**src/rtl/accel_mem_pkg.sv**
```systemverilog
// Shared types and constants for the accelerator memory server:
// FSM state encoding, write-status codes and the read-return FIFO depth.
package accel_mem_pkg;

  typedef enum logic [1:0] {
    ST_IDLE       = 2'd0,
    ST_READ       = 2'd1,
    ST_WRITE_DATA = 2'd2,
    ST_WRITE_RESP = 2'd3
  } state_e;

  localparam logic STATUS_OK  = 1'b1;
  localparam logic STATUS_ERR = 1'b0;

  localparam int RBUF_DEPTH = 2;

  // A burst is writable only when its byte address is word aligned.
  function automatic logic addr_status(input logic [1:0] byte_lsb);
    return (byte_lsb == 2'b00) ? STATUS_OK : STATUS_ERR;
  endfunction

endpackage

```
**src/rtl/accel_mem_server_if.sv**
```systemverilog
// Bundle of the request/response channels and the SRAM port of accel_mem_server.
// slave = memory server side, master = accelerator + SRAM side.
interface accel_mem_server_if #(
  parameter int AWIDTH     = 32,
  parameter int DWIDTH     = 32,
  parameter int MEM_AWIDTH = 12
) ();

  logic [AWIDTH-1:0]     req_read_addr;
  logic                  req_read_addr_valid;
  logic                  req_read_addr_ready;
  logic [31:0]           req_read_len;
  logic [DWIDTH-1:0]     rdata;
  logic                  rdata_valid;
  logic                  rdata_ready;

  logic [AWIDTH-1:0]     req_write_addr;
  logic                  req_write_addr_valid;
  logic                  req_write_addr_ready;
  logic [31:0]           req_write_len;
  logic [DWIDTH-1:0]     req_write_data;
  logic                  req_write_data_valid;
  logic                  req_write_data_ready;
  logic                  resp_write_status;
  logic                  resp_write_status_valid;
  logic                  resp_write_status_ready;

  logic [MEM_AWIDTH-1:0] mem_addr;
  logic                  mem_en;
  logic                  mem_we;
  logic [DWIDTH-1:0]     mem_din;
  logic [DWIDTH-1:0]     mem_dout;

  modport slave (
    input  req_read_addr, req_read_addr_valid, req_read_len, rdata_ready,
    output req_read_addr_ready, rdata, rdata_valid,
    input  req_write_addr, req_write_addr_valid, req_write_len,
    input  req_write_data, req_write_data_valid, resp_write_status_ready,
    output req_write_addr_ready, req_write_data_ready,
    output resp_write_status, resp_write_status_valid,
    output mem_addr, mem_en, mem_we, mem_din,
    input  mem_dout
  );

  modport master (
    output req_read_addr, req_read_addr_valid, req_read_len, rdata_ready,
    input  req_read_addr_ready, rdata, rdata_valid,
    output req_write_addr, req_write_addr_valid, req_write_len,
    output req_write_data, req_write_data_valid, resp_write_status_ready,
    input  req_write_addr_ready, req_write_data_ready,
    input  resp_write_status, resp_write_status_valid,
    input  mem_addr, mem_en, mem_we, mem_din,
    output mem_dout
  );

endinterface

```
**src/rtl/accel_mem_rbuf.sv**
```systemverilog
// Two-entry read-return FIFO with fall-through: an arriving word is presented
// on the output in the same cycle when the FIFO is empty.
module accel_mem_rbuf
  import accel_mem_pkg::*;
#(
  parameter int DWIDTH = 32
) (
  input  logic              clk,
  input  logic              rst,
  input  logic              in_valid,
  input  logic [DWIDTH-1:0] in_data,
  output logic              out_valid,
  input  logic              out_ready,
  output logic [DWIDTH-1:0] out_data,
  output logic [1:0]        occupancy
);

  logic [DWIDTH-1:0] buf_q [RBUF_DEPTH];
  logic              rd_ptr_q;
  logic              wr_ptr_q;
  logic [1:0]        count_q;
  logic              empty;
  logic              push;
  logic              pop;

  assign empty     = (count_q == 2'd0);
  assign out_valid = !empty || in_valid;
  assign out_data  = !empty ? buf_q[rd_ptr_q] : (in_valid ? in_data : '0);
  assign pop       = !empty && out_ready;
  // A word taken directly by the consumer while empty never enters storage.
  assign push      = in_valid && !(empty && out_ready);
  assign occupancy = count_q;

  always_ff @(posedge clk) begin
    if (rst) begin
      rd_ptr_q <= 1'b0;
      wr_ptr_q <= 1'b0;
      count_q  <= 2'd0;
    end else begin
      if (push) wr_ptr_q <= ~wr_ptr_q;
      if (pop)  rd_ptr_q <= ~rd_ptr_q;
      count_q <= count_q + {1'b0, push} - {1'b0, pop};
    end
  end

  always_ff @(posedge clk) begin
    if (push) buf_q[wr_ptr_q] <= in_data;
  end

endmodule

```
**src/rtl/accel_mem_server.sv**
```systemverilog
// Burst read/write responder in front of a single-port synchronous SRAM.
// Optional ACCEL_MEM_SERVER_STATS_EN adds read/write word counters.
module accel_mem_server
  import accel_mem_pkg::*;
#(
  parameter int AWIDTH     = 32,
  parameter int DWIDTH     = 32,
  parameter int MEM_AWIDTH = 12
) (
  input  logic                 clk,
  input  logic                 rst,
  accel_mem_server_if.slave    bus
`ifdef ACCEL_MEM_SERVER_STATS_EN
  ,
  output logic [31:0]          stat_read_words,
  output logic [31:0]          stat_write_words
`endif
);

  state_e                state_q, state_d;
  logic                  prefer_read_q;
  logic [MEM_AWIDTH-1:0] idx_q;
  logic [31:0]           issue_left_q;
  logic [31:0]           beats_left_q;
  logic                  wstatus_q;
  logic                  rd_vld_p1;

  logic                  grant_read;
  logic                  grant_write;
  logic                  rd_acc;
  logic                  wr_acc;
  logic                  issue;
  logic                  beat_fire;
  logic                  wbeat_fire;
  logic                  mem_write;
  logic [2:0]            credit_used;
  logic [1:0]            occ;
  logic                  rb_valid;
  logic [DWIDTH-1:0]     rb_data;
  logic                  unused_addr_bits;

  assign unused_addr_bits = ^{bus.req_read_addr[AWIDTH-1:MEM_AWIDTH+2],
                              bus.req_read_addr[1:0],
                              bus.req_write_addr[AWIDTH-1:MEM_AWIDTH+2]};

  // Loser of the last contested arbitration wins the next one.
  assign grant_read  = bus.req_read_addr_valid &&
                       (!bus.req_write_addr_valid || prefer_read_q);
  assign grant_write = bus.req_write_addr_valid && !grant_read;
  assign rd_acc      = (state_q == ST_IDLE) && grant_read;
  assign wr_acc      = (state_q == ST_IDLE) && grant_write;

  assign credit_used = {1'b0, occ} + {2'b00, rd_vld_p1};
  assign issue       = (state_q == ST_READ) && (issue_left_q != 32'd0) &&
                       (credit_used < 3'd2);
  assign beat_fire   = (state_q == ST_READ) && rb_valid && bus.rdata_ready;
  assign wbeat_fire  = (state_q == ST_WRITE_DATA) && bus.req_write_data_valid;
  assign mem_write   = wbeat_fire && (wstatus_q == STATUS_OK);

  accel_mem_rbuf #(.DWIDTH(DWIDTH)) u_rbuf (
    .clk       (clk),
    .rst       (rst),
    .in_valid  (rd_vld_p1),
    .in_data   (bus.mem_dout),
    .out_valid (rb_valid),
    .out_ready (bus.rdata_ready),
    .out_data  (rb_data),
    .occupancy (occ)
  );

  always_comb begin
    state_d                     = state_q;
    bus.req_read_addr_ready     = 1'b0;
    bus.req_write_addr_ready    = 1'b0;
    bus.req_write_data_ready    = 1'b0;
    bus.resp_write_status_valid = 1'b0;
    bus.resp_write_status       = STATUS_ERR;
    bus.rdata_valid             = rb_valid;
    bus.rdata                   = rb_data;
    bus.mem_en                  = issue || mem_write;
    bus.mem_we                  = mem_write;
    bus.mem_addr                = (issue || mem_write) ? idx_q : '0;
    bus.mem_din                 = mem_write ? bus.req_write_data : '0;
    case (state_q)
      ST_IDLE: begin
        bus.req_read_addr_ready  = grant_read;
        bus.req_write_addr_ready = grant_write;
        if (rd_acc)
          state_d = ST_READ;
        else if (wr_acc)
          state_d = (bus.req_write_len == 32'd0) ? ST_WRITE_RESP : ST_WRITE_DATA;
      end
      ST_READ: begin
        if ((beats_left_q == 32'd0) || (beat_fire && beats_left_q == 32'd1))
          state_d = ST_IDLE;
      end
      ST_WRITE_DATA: begin
        bus.req_write_data_ready = 1'b1;
        if (wbeat_fire && beats_left_q == 32'd1)
          state_d = ST_WRITE_RESP;
      end
      ST_WRITE_RESP: begin
        bus.resp_write_status_valid = 1'b1;
        bus.resp_write_status       = wstatus_q;
        if (bus.resp_write_status_ready)
          state_d = ST_IDLE;
      end
      default: state_d = ST_IDLE;
    endcase
  end

  // p0 -> p1: an SRAM read issued this cycle returns data next cycle.
  always_ff @(posedge clk) begin
    if (rst) begin
      state_q       <= ST_IDLE;
      prefer_read_q <= 1'b1;
      issue_left_q  <= '0;
      beats_left_q  <= '0;
      wstatus_q     <= STATUS_ERR;
      rd_vld_p1     <= 1'b0;
    end else begin
      state_q   <= state_d;
      rd_vld_p1 <= issue;
      if (state_q == ST_IDLE && bus.req_read_addr_valid && bus.req_write_addr_valid)
        prefer_read_q <= !grant_read;
      if (rd_acc) begin
        issue_left_q <= bus.req_read_len;
        beats_left_q <= bus.req_read_len;
      end else if (wr_acc) begin
        beats_left_q <= bus.req_write_len;
        wstatus_q    <= addr_status(bus.req_write_addr[1:0]);
      end else begin
        if (issue) issue_left_q <= issue_left_q - 32'd1;
        if (beat_fire || wbeat_fire) beats_left_q <= beats_left_q - 32'd1;
      end
    end
  end

  always_ff @(posedge clk) begin
    if (rd_acc)
      idx_q <= bus.req_read_addr[MEM_AWIDTH+1:2];
    else if (wr_acc)
      idx_q <= bus.req_write_addr[MEM_AWIDTH+1:2];
    else if (issue || wbeat_fire)
      idx_q <= idx_q + MEM_AWIDTH'(1);
  end

`ifdef ACCEL_MEM_SERVER_STATS_EN
  always_ff @(posedge clk) begin
    if (rst) begin
      stat_read_words  <= '0;
      stat_write_words <= '0;
    end else begin
      if (beat_fire) stat_read_words  <= stat_read_words + 32'd1;
      if (mem_write) stat_write_words <= stat_write_words + 32'd1;
    end
  end
`endif

endmodule

```
**src/flat_wrapper.sv**
```systemverilog
// flat-port wrapper written by rule: the top's interface ports become plain ports
module accel_mem_server_flat import accel_mem_pkg::*;
#(
  parameter int AWIDTH     = 32,
  parameter int DWIDTH     = 32,
  parameter int MEM_AWIDTH = 12
)
  (clk, rst, bus_req_read_addr, bus_req_read_addr_valid, bus_req_read_len, bus_rdata_ready, bus_req_read_addr_ready, bus_rdata, bus_rdata_valid, bus_req_write_addr, bus_req_write_addr_valid, bus_req_write_len, bus_req_write_data, bus_req_write_data_valid, bus_resp_write_status_ready, bus_req_write_addr_ready, bus_req_write_data_ready, bus_resp_write_status, bus_resp_write_status_valid, bus_mem_addr, bus_mem_en, bus_mem_we, bus_mem_din, bus_mem_dout);
  accel_mem_server_if #(.AWIDTH(AWIDTH), .DWIDTH(DWIDTH), .MEM_AWIDTH(MEM_AWIDTH)) bus_i ();
  input  logic clk;
  input  logic rst;
  input wire logic [$bits(bus_i.req_read_addr)-1:0] bus_req_read_addr;
  input wire logic [$bits(bus_i.req_read_addr_valid)-1:0] bus_req_read_addr_valid;
  input wire logic [$bits(bus_i.req_read_len)-1:0] bus_req_read_len;
  input wire logic [$bits(bus_i.rdata_ready)-1:0] bus_rdata_ready;
  output wire logic [$bits(bus_i.req_read_addr_ready)-1:0] bus_req_read_addr_ready;
  output wire logic [$bits(bus_i.rdata)-1:0] bus_rdata;
  output wire logic [$bits(bus_i.rdata_valid)-1:0] bus_rdata_valid;
  input wire logic [$bits(bus_i.req_write_addr)-1:0] bus_req_write_addr;
  input wire logic [$bits(bus_i.req_write_addr_valid)-1:0] bus_req_write_addr_valid;
  input wire logic [$bits(bus_i.req_write_len)-1:0] bus_req_write_len;
  input wire logic [$bits(bus_i.req_write_data)-1:0] bus_req_write_data;
  input wire logic [$bits(bus_i.req_write_data_valid)-1:0] bus_req_write_data_valid;
  input wire logic [$bits(bus_i.resp_write_status_ready)-1:0] bus_resp_write_status_ready;
  output wire logic [$bits(bus_i.req_write_addr_ready)-1:0] bus_req_write_addr_ready;
  output wire logic [$bits(bus_i.req_write_data_ready)-1:0] bus_req_write_data_ready;
  output wire logic [$bits(bus_i.resp_write_status)-1:0] bus_resp_write_status;
  output wire logic [$bits(bus_i.resp_write_status_valid)-1:0] bus_resp_write_status_valid;
  output wire logic [$bits(bus_i.mem_addr)-1:0] bus_mem_addr;
  output wire logic [$bits(bus_i.mem_en)-1:0] bus_mem_en;
  output wire logic [$bits(bus_i.mem_we)-1:0] bus_mem_we;
  output wire logic [$bits(bus_i.mem_din)-1:0] bus_mem_din;
  input wire logic [$bits(bus_i.mem_dout)-1:0] bus_mem_dout;
  assign bus_i.req_read_addr = bus_req_read_addr;
  assign bus_i.req_read_addr_valid = bus_req_read_addr_valid;
  assign bus_i.req_read_len = bus_req_read_len;
  assign bus_i.rdata_ready = bus_rdata_ready;
  assign bus_req_read_addr_ready = bus_i.req_read_addr_ready;
  assign bus_rdata = bus_i.rdata;
  assign bus_rdata_valid = bus_i.rdata_valid;
  assign bus_i.req_write_addr = bus_req_write_addr;
  assign bus_i.req_write_addr_valid = bus_req_write_addr_valid;
  assign bus_i.req_write_len = bus_req_write_len;
  assign bus_i.req_write_data = bus_req_write_data;
  assign bus_i.req_write_data_valid = bus_req_write_data_valid;
  assign bus_i.resp_write_status_ready = bus_resp_write_status_ready;
  assign bus_req_write_addr_ready = bus_i.req_write_addr_ready;
  assign bus_req_write_data_ready = bus_i.req_write_data_ready;
  assign bus_resp_write_status = bus_i.resp_write_status;
  assign bus_resp_write_status_valid = bus_i.resp_write_status_valid;
  assign bus_mem_addr = bus_i.mem_addr;
  assign bus_mem_en = bus_i.mem_en;
  assign bus_mem_we = bus_i.mem_we;
  assign bus_mem_din = bus_i.mem_din;
  assign bus_i.mem_dout = bus_mem_dout;
  accel_mem_server #(.AWIDTH(AWIDTH), .DWIDTH(DWIDTH), .MEM_AWIDTH(MEM_AWIDTH)) u_core (.clk(clk), .rst(rst), .bus(bus_i));
endmodule
```
**config.mk**
```make
export PLATFORM = sky130hd
export DESIGN_NAME = accel_mem_server_flat
export DESIGN_NICKNAME = d
export VERILOG_FILES = /design/src/rtl/accel_mem_pkg.sv /design/src/rtl/accel_mem_server_if.sv /design/src/rtl/accel_mem_rbuf.sv /design/src/rtl/accel_mem_server.sv /design/src/flat_wrapper.sv
export SDC_FILE = /design/constraint.sdc
export NUM_CORES = 1
export LEC_CHECK = 0
export BUFFER_PORTS_ARGS = -buffer_cell sky130_fd_sc_hd__buf_2
export CAP_MARGIN = 20
export CORE_MARGIN = 2
export CORE_UTILIZATION = 35
export DETAILED_ROUTE_END_ITERATION = 7
export PLACE_DENSITY_LB_ADDON = 0.3
export SYNTH_ARGS = -nofsm -noshare
export SYNTH_HDL_FRONTEND = slang
export SYNTH_SLANG_ARGS = --single-unit
```
**constraint.sdc**
```tcl
create_clock -name clk -period 4.3 [get_ports clk]
set_input_delay 0.645 -clock clk [delete_from_list [all_inputs] [get_ports clk]]
set_output_delay 0.645 -clock clk [all_outputs]
set_load 0.03 [all_outputs]
```
==> results_dict.tcl <==
set metrics [dict create \
    outcome "finished, final reports clean" \
    leakage_nw 4.093 \
    crit_fanout 13 \
    grt_pass1_wl_um 41270 \
    io_pins 283 \
    fin_skew_ns 0.01131 \
    htreeDepth 4 \
    fp.coreArea_um2 24180 \
    fp.dieArea_um2 25810 \
    vias_per_cell 5.581 \
    grt_use_total_pct 20.17 \
    antenna_found_initial 0 \
    finalWorstSetupSlack_ns 0.8284 \
    ys.flop_type "edfxtp_1" \
    synth_area_leaders "edfxtp_1 (27%), dfxtp_1 (17%), nor2_1 (4.5%)" \
    synth_xor_area_share_pct 2.855 \
    clock_latency_ns 0.43 \
    die_h_um 160.7 \
    yosys.area.top_type_share_pct 26.57 \
    rsz0062_at_grt "no" \
    postRouteAntennaNets 0 \
    cts-hold-fix-buffers 0 \
    rr_startpoint "u_core.issue_left_q[24]" \
    grt_start_max_net_pins 85 \
    initial_core_util_pct 35.53 \
    finalCriticalPeriod_ns 3.472 \
    criticalPathCategory "flop to output pin" \
    worstPathArrival_ns 2.83 \
    synth.area.mux_share_pct 3.729 \
    synth_cell_types 70 \
    finalHoldViolCount 0 \
    syn2layout_area_growth_pct 24.17 \
    dp_hpwl_um 19070 \
    synth_compound_area_share_pct 20.12 \
    fin_crit_sh_pct 80.73 \
    syn_area_per_cell_um2 9.296 \
    synth_edf_count 76 \
    dr.first_iter.drc_count 622 \
    min_path_type "input port to flop" \
    grt-ovfl-total 0 \
    synthSimpleGateAreaFrac_pct 24.46 \
    drv_slew 0 \
    cts_setup_buffers 0 \
    synth_cells 924 \
    crit_required_ns 3.65 \
    worstSetupEndpoint "bus_mem_addr[11]" \
    layout.nets 1334 \
    cts_made_buffers 17 \
    finalSetupTns_ns 0 \
    synth-adder-area-share_pct 0.8740 \
    hold_path_depth 1 \
    clock-sinks 150 \
    fmax_mhz 288.1 \
    p_per_area_nw_per_um2 510.3 \
    synth_area_leader_cell "edfxtp_1" \
    portBuffers 244 \
    crit_start "u_core.issue_left_q[24]" \
    slew_headroom_pct 29.96 \
    drc 0 \
    ir_drop_uv 322.4 \
    via_count 8182 \
    clock_path_buffers 2 \
    post_cts_resize_count 0 \
    reg2reg_to "u_core.issue_left_q[21]" \
    cts_tree "yes" \
    rows 57 \
    rr_worst_depth 5 \
    final_cell_mix "buf_2 (244), nor2_1 (100), edfxtp_1 (76), dfxtp_1 (73), o21ai_0 (55)" \
    drive_above_1_share_pct 28.28 \
    synth_top_family_by_area "simple AND/OR/NAND/NOR gates" \
    detail_route.first_pass.iterations 5 \
    clk_pin_slew_worst_paths_ns 0.07 \
    power.total_w 0.005442 \
    dieWidth_um 160.7 \
    place_ws_ns 1.245 \
    worstSetupEndpointType "output pin" \
    tightestPinTransition_ns 1.051 \
    setup_violations 0 \
    yosys_register_bits 150 \
    diodes 0 \
    ys_seq_area_share_pct 43.82 \
    syn_nets 1129 \
    whs_ns 0.4226 \
    ff2ff_setup_slack_ns 1.40 \
    finalWeightedCongestion 0.8663 \
    max-cap-violations 0 \
    netlist_area_um2 8589 \
    yosysWarnings 0 \
    mostFrequentLayoutCell "buf_2" \
    wl_per_cell_um 18.42 \
    async_flop_share_pct 0 \
    wl_um 27010 \
    first_global_vias 7473 \
    startpoint_type "flop" \
    cts_root_buf "clkbuf_16" \
]
## power breakdown
part           leakage (nW)  internal (W)  switching, W  total (W)
registers              1.31       0.00172      0.000307    0.00203
logic                  2.49      0.000717       0.00115    0.00187
clock network         0.295      0.000881      0.000667    0.00155
## worst max-delay path: stages (launching register included)
cell,delay (ns)
dfxtp_1,0.36
or4_4,0.58
or3_4,0.44
o31a_1,0.43
nor2_1,0.13
buf_4,0.22
nor2b_1,0.07
buf_2,0.19
## synth_stat cells, drive strengths merged (3+ instances only)
| library cell | count |
|---|---|
| or4 | 26 |
| or2 | 7 |
| o31ai | 18 |
| nand2 | 33 |
| o41ai | 3 |
| buf | 19 |
| o32ai | 12 |
| xor2 | 11 |
| and3 | 6 |
| nor3 | 26 |
| a21oi | 33 |
| nor4 | 26 |
| clkbuf | 53 |
| xnor2 | 17 |
| nand3 | 42 |
| o21a | 5 |
| ha | 6 |
| or3 | 18 |
| o22ai | 9 |
| a31oi | 8 |
| a211oi | 16 |
| mux2i | 32 |
| o21ai | 57 |
| dfxtp | 74 |
| nor2b | 17 |
| o21bai | 4 |
| o221ai | 12 |
| o31a | 7 |
| nor3b | 3 |
| nand2b | 6 |
| nor2 | 103 |
| and2 | 35 |
| nand4 | 19 |
| a311oi | 24 |
| edfxtp | 76 |
| and4 | 5 |
| inv | 13 |
| a2111oi | 3 |
| o311ai | 4 |
| a22oi | 10 |
## cells by family (layout without fill, tap and decap cells)
logic type,count (synthesis),count (layout)
mux,32,32
fa+ha+maj,6,6
simple gates,381,381
compound gates,241,241
xor+xnor,28,28
buf+inv,86,304
flops,150,150
## worst min path at each step
stage / start / end / slack, ns
2_1_floorplan: u_core.wstatus_q / u_core.wstatus_q / 0.46
3_5_place_dp: u_core.wstatus_q / u_core.wstatus_q / 0.49
6_report: bus_mem_dout[24] / u_core.u_rbuf.buf_q[1][24] / 0.42
5_1_grt: bus_mem_dout[24] / u_core.u_rbuf.buf_q[1][24] / 0.41
4_1_cts: bus_mem_dout[24] / u_core.u_rbuf.buf_q[1][24] / 0.41
3_3_place_gp: u_core.issue_left_q[23] / u_core.issue_left_q[23] / 0.49
## metrics by stage
step / std cells / instance area (um^2) / utilization (%)
floorplan: 924 / 8589 / -
global placement: 1434 / 10060 / 41.60
detailed placement: 1434 / 10060 / 41.60
CTS: 1466 / 10670 / 44.11
global route: 1466 / 10670 / 44.11
finish: 1466 / 10670 / 44.11
## layer usage
layer  GRT usage, %  routed length [um]  vias up
li1               -                   -     3969
met1          28.57               12050     3864
met2          31.96               12520      322
met3          3.745                2073       27
met4          4.832                 365        0
met5              0                   0        -
## cell type report
| cell class | instances | area (um^2) |
|---|---|---|
| clock inverters | 15 | 182.7 |
| clock buffers | 17 | 425.4 |
| flip-flops and latches | 150 | 3765 |
| fillers | 2336 | 13510 |
| inverters | 14 | 52.55 |
| repair buffers | 258 | 1326 |
| multi-input cells | 688 | 4508 |
| well taps | 324 | 405.4 |
## flip-flops by register name (all words and copies together), names as in the netlist, named ones only
register                 cells
u_core.wstatus_q             1
u_core.issue_left_q         32
u_core.rd_vld_p1             1
u_core.u_rbuf.rd_ptr_q       1
u_core.beats_left_q         32
u_core.u_rbuf.occupancy      2
u_core.idx_q                12
u_core.state_q               2
u_core.u_rbuf.buf_q         64
u_core.u_rbuf.wr_ptr_q       1
u_core.prefer_read_q         1
Note: power is estimated with default switching activity, not from simulation.
